--- src/rtl/priority_resolver.sv ---
// priority_resolver: IR sync/IRR capture, masking, fixed/rotating priority resolution and INTA sequencing
module priority_resolver #(
  parameter int SYNC_STAGES = 2
) (
  input  logic       clk,
  input  logic       reset_n,
  input  logic [7:0] interrupt_request,
  input  logic       level_or_edge_triggered,
  input  logic [7:0] interrupt_mask,
  input  logic       special_mask_mode,
  input  logic [7:0] in_service_register,
  input  logic       priority_rotate,
  input  logic [2:0] priority_rotate_level,
  input  logic       interrupt_acknowledge_n,
  output logic       interrupt,
  output logic [7:0] highest_priority_interrupt,
  output logic       acknowledge,
  output logic       end_of_acknowledge,
  output logic [2:0] lowest_priority
);
  localparam logic [1:0] IDLE = 2'd0;
  localparam logic [1:0] ACK1 = 2'd1;
  localparam logic [1:0] GAP  = 2'd2;
  localparam logic [1:0] ACK2 = 2'd3;

  logic [SYNC_STAGES*8-1:0] sync_q;
  logic [7:0] ir_sync, ir_prev, irr, pend, rot_pend, rot_isr, allow, eff, candidate, clr;
  logic [2:0] base;
  logic [1:0] state;
  logic       inta_q, inta_fall, inta_rise;

  function automatic logic [7:0] rotr(input logic [7:0] v, input logic [2:0] n);
    logic [15:0] d;
    d = {v, v} >> n;
    return d[7:0];
  endfunction

  function automatic logic [7:0] rotl(input logic [7:0] v, input logic [2:0] n);
    logic [15:0] d;
    d = {v, v} << n;
    return d[15:8];
  endfunction

  assign ir_sync   = sync_q[SYNC_STAGES*8-1 -: 8];
  assign inta_fall = inta_q & ~interrupt_acknowledge_n;
  assign inta_rise = ~inta_q & interrupt_acknowledge_n;
  assign base      = lowest_priority + 3'd1;

  always_comb begin
    pend      = irr & ~interrupt_mask & (special_mask_mode ? ~in_service_register : 8'hff);
    rot_pend  = rotr(pend, base);
    rot_isr   = rotr(in_service_register, base);
    allow     = (special_mask_mode || rot_isr == 8'd0) ? 8'hff : (rot_isr & (~rot_isr + 8'd1)) - 8'd1;
    eff       = rot_pend & allow;
    candidate = rotl(eff & (~eff + 8'd1), base);
    clr       = (state == IDLE && inta_fall && !level_or_edge_triggered) ? candidate : 8'd0;
  end

  always_ff @(posedge clk or negedge reset_n)
    if (!reset_n) begin
      sync_q  <= '0;
      ir_prev <= '0;
      irr     <= '0;
      inta_q  <= 1'b1;
    end else begin
      sync_q  <= (SYNC_STAGES*8)'({sync_q, interrupt_request});
      ir_prev <= ir_sync;
      irr     <= level_or_edge_triggered ? ir_sync : (irr & ~clr) | (ir_sync & ~ir_prev);
      inta_q  <= interrupt_acknowledge_n;
    end

  always_ff @(posedge clk or negedge reset_n)
    if (!reset_n) lowest_priority <= 3'd7;
    else if (priority_rotate) lowest_priority <= priority_rotate_level;

  always_ff @(posedge clk or negedge reset_n)
    if (!reset_n) begin
      state                      <= IDLE;
      interrupt                  <= 1'b0;
      highest_priority_interrupt <= '0;
      acknowledge                <= 1'b0;
      end_of_acknowledge         <= 1'b0;
    end else begin
      acknowledge        <= 1'b0;
      end_of_acknowledge <= 1'b0;
      case (state)
        IDLE: begin
          interrupt                  <= (candidate != 8'd0) && !inta_fall;
          highest_priority_interrupt <= candidate;
          if (inta_fall) begin
            acknowledge <= 1'b1;
            state       <= ACK1;
          end
        end
        ACK1: if (inta_rise) state <= GAP;
        GAP:  if (inta_fall) state <= ACK2;
        default: if (inta_rise) begin
          end_of_acknowledge <= 1'b1;
          state              <= IDLE;
        end
      endcase
    end
endmodule

--- config.mk ---
export PLATFORM = sky130hd
export DESIGN_NAME = priority_resolver
export DESIGN_NICKNAME = d
export VERILOG_FILES = /design/src/rtl/priority_resolver.sv
export SDC_FILE = /design/constraint.sdc
export NUM_CORES = 1
export LEC_CHECK = 0
export ABC_AREA = 1
export CAP_MARGIN = 20
export CORE_AREA = 8 8 102 95
export CTS_BUF_LIST = sky130_fd_sc_hd__clkbuf_8
export DETAILED_ROUTE_END_ITERATION = 16
export DIE_AREA = 0 0 110 103
export PLACE_DENSITY = 0.7
export SETUP_SLACK_MARGIN = 0.02
export SKIP_CTS_REPAIR_TIMING = 1
export SYNTH_ARGS = -nofsm -noshare
export SYNTH_HDL_FRONTEND = slang
export SYNTH_SLANG_ARGS = --single-unit
export TNS_END_PERCENT = 100
--- constraint.sdc ---
create_clock -name clk -period 2.61 [get_ports clk]
set_input_delay 0.3915 -clock clk [delete_from_list [all_inputs] [get_ports clk]]
set_output_delay 0.3915 -clock clk [all_outputs]
set_load 0.02 [all_outputs]
==> metrics.cfg <==
[synth]
yosys.area.top_type = dfrtp_1
ys_seq_area_frac = 0.3973
synth_area_sq_um = 3099
syn_avg_cell_area_sq_um = 7.652
synth_warnings = 0
synth-seq-cells = 49
synth_cell_types = 31
synth_nets = 443
syn_inst = 405
synth_top_area_share = 0.3633
yosys-top-cells-area = dfrtp_1, nand2_1, nand3_1

[timing]
setup_slack_ns = -0.09508
fin_crit_ns = 2.705
holdWs_ns = 0.01983
finalSetupViolCount = 9
rsz0062_at_grt = true
post-route-period-util = 1.036
drv_slew = 0
fmax_mhz = 369.7
final_hold_viol_count = 0
relSlewSlack = 0.7034
tightest_slew_ns = 0.4445
fin_skew_ns = 0.008350

[worst_setup_path]
path_class = flip-flop to flip-flop
required_ns = 2.81
start_kind = flip-flop
cp-end-kind = flip-flop
cp_max_fo = 5
reg2reg_setup_slack_ns = -0.1
arrival_ns = 2.91

[die]
io_pins = 47
row_count = 31
core_area_sq_um = 7874
dieWidth_um = 110
die_h_um = 103
initial_core_util = 0.3936
die_area_sq_um = 11330

[min_path]
hold_class = primary input to asynchronous set/reset pin

[place]
numPortBuffers = 46
placed_cell_area_sq_um = 3706
place_congestion = 0.8892
dpl.hpwl_um = 6484
dp_slack_ns = -0.1972

[layout]
nFillCells = 732
nNetsFinal = 514
n_antenna_cell = 0
drive_gt1_frac = 0.3270
final_area_sq_um = 4270
final_util = 0.5423
area_growth_pct = 37.79

[clock_tree]
cts_buffer_depth = 2
clk_latency_ns = 0.30
clock-root-buffer = clkbuf_8
clk_transition_reported_paths_ns = 0.09
cts_tree = done
clock-sinks = 49
cts_max_level = 2
numCtsBuffers = 5

[routing]
wl_per_cell_um = 15.09
post-route-drc-count = 0
drtPass1Iterations = 4
vias = 3062
drt-initial-drc-count = 130
antenna_left = 0
finalWirelength_um = 8690
viasPerCell = 5.316

[power]
clkPwrFrac = 0.178
seqPwrFrac = 0.310
total_power_mw = 3.109
p_int_mw = 1.817
ir_drop_uv = 538.0
switching_share = 0.4156
p_per_area_nw_per_um2 = 728.0
leakage_nw = 1.988
power.switching_mw = 1.292
combPwrFrac = 0.512

[global_route]
grt_pass1_wl_um = 13700
track_usage = 0.1500
overflow = 0
grt_pass1_vias = 2932
grt_max_degree = 22
antenna_found_initial = 0

[status]
status = complete, but fails checks
violations = negative setup slack

[flow_run]
max_cap_violations = 0

## flip-flops by register name, summed over array words and instances, names as in the netlist
signal,flops
interrupt,1
end_of_acknowledge,1
ir_prev,8
inta_q,1
sync_q,16
irr,8
state,2
highest_priority_interrupt,8
lowest_priority,3
acknowledge,1
## layout make-up
type                    count  area [sq um]  area share
inverters                  26         117.6     0.02754
clock inverters             3         50.05     0.01172
clock buffers               5         68.82     0.01611
repair inverters            1         7.507    0.001758
well taps                  99         123.9     0.02901
flip-flops and latches     49          1231      0.2883
multi-input cells         314          1927      0.4512
repair buffers             79         744.5      0.1743
## metrics by stage
step / cells / setup TNS [ns]
after floorplan: 405 / 0
after global placement: 557 / -0.9936
after detailed placement: 557 / -2.002
after CTS: 565 / -0.7627
after global routing: 576 / -2.778
final: 576 / -0.2985
## power groups by stage
stage	combinational, mW	sequential, mW	clock [mW]
6_report	1.59	0.965	0.553
5_1_grt	1.74	0.978	0.597
4_1_cts	1.35	0.959	0.569
3_5_place_dp	1.34	0.973	0
3_3_place_gp	1.31	0.969	0
2_1_floorplan	0.811	1.05	0
## final timing paths
path                                                 from                              to  cells past startpoint
setup / recovery           lowest_priority[0]$_DFFE_PN1P_           interrupt$_DFFE_PN0P_                     21
hold / removal                                    reset_n            sync_q[13]$_DFF_PN0_                      1
setup reg to reg           lowest_priority[0]$_DFFE_PN1P_           interrupt$_DFFE_PN0P_                     21
hold reg to reg                       sync_q[2]$_DFF_PN0_            sync_q[10]$_DFF_PN0_                      0
max in group asynchronous                         reset_n  lowest_priority[2]$_DFFE_PN1P_                      2
min in group clk                      sync_q[2]$_DFF_PN0_            sync_q[10]$_DFF_PN0_                      0
## per-layer routing
layer	wire (um)	vias up	track usage
li1	-	1501	-
met1	3692	1478	0.1851
met2	4559	68	0.2593
met3	326	15	0.02500
met4	112	0	0.04772
met5	0	-	0
## placed cells by master (no fill, tap or decap), types with 14 or more instances in the layout
| cell | Yosys | final |
|---|---|---|
| nand2_1 | 128 | 105 |
| dfrtp_1 | 45 | 45 |
| clkdlybuf4s50_1 | 0 | 45 |
| nand3_1 | 74 | 44 |
| nand3_2 | 11 | 38 |
| nand2_2 | 18 | 35 |
| buf_4 | 1 | 25 |
| inv_1 | 21 | 21 |
| nand4_1 | 18 | 18 |
| o21ai_0 | 22 | 16 |
| o21ai_1 | 15 | 14 |
## cells by family (layout without fill, tap and decap cells)
| kind of cell | count (synthesis) | count (layout) | synth area share |
|---|---|---|---|
| and+or+nand+nor | 267 | 267 | 0.4223 |
| muxes | 1 | 1 | 0.003633 |
| AOI/OAI and AO/OA | 41 | 41 | 0.07025 |
| buffers and inverters | 42 | 114 | 0.08639 |
| DFF | 49 | 49 | 0.3973 |
| adders and majority gates | 5 | 5 | 0.02019 |
## synthesized netlist by cell type
master	count
dfrtp_1	45
o21ai_1	15
mux2_2	1
nand3_2	11
nor3_1	1
clkbuf_2	1
o21a_1	1
dfstp_2	4
nand4_1	18
nand2_1	128
o21ai_2	2
inv_2	1
buf_8	1
nor2_4	2
inv_8	1
nand2_2	18
nor2_1	8
nor2_2	3
buf_2	3
buf_6	9
inv_4	1
buf_4	1
o21ai_0	22
clkbuf_8	1
nand4_2	1
clkinv_2	2
nand3_1	74
o31ai_1	1
inv_1	21
nand2_4	3
ha_1	5
## worst max-delay path, cell delays in order, from the launching register on
cell and delay (ns):
dfstp_2 0.59, ha_4 0.24, clkinvlp_4 0.15, nand3_2 0.11, nand3_2 0.08, nand2_2 0.08
nor2_4 0.13, nand3_1 0.09, nand2_1 0.11, nand2_2 0.12, inv_4 0.10, nor2_4 0.05
nand2_2 0.07, nand2_2 0.08, nand3_2 0.09, nand3_2 0.07, nand2_2 0.12, nand2_1 0.06
nor2_1 0.11, nand2_1 0.06, nand2_1 0.05, nand2_1 0.04
Power figures use the tool's default switching activity.
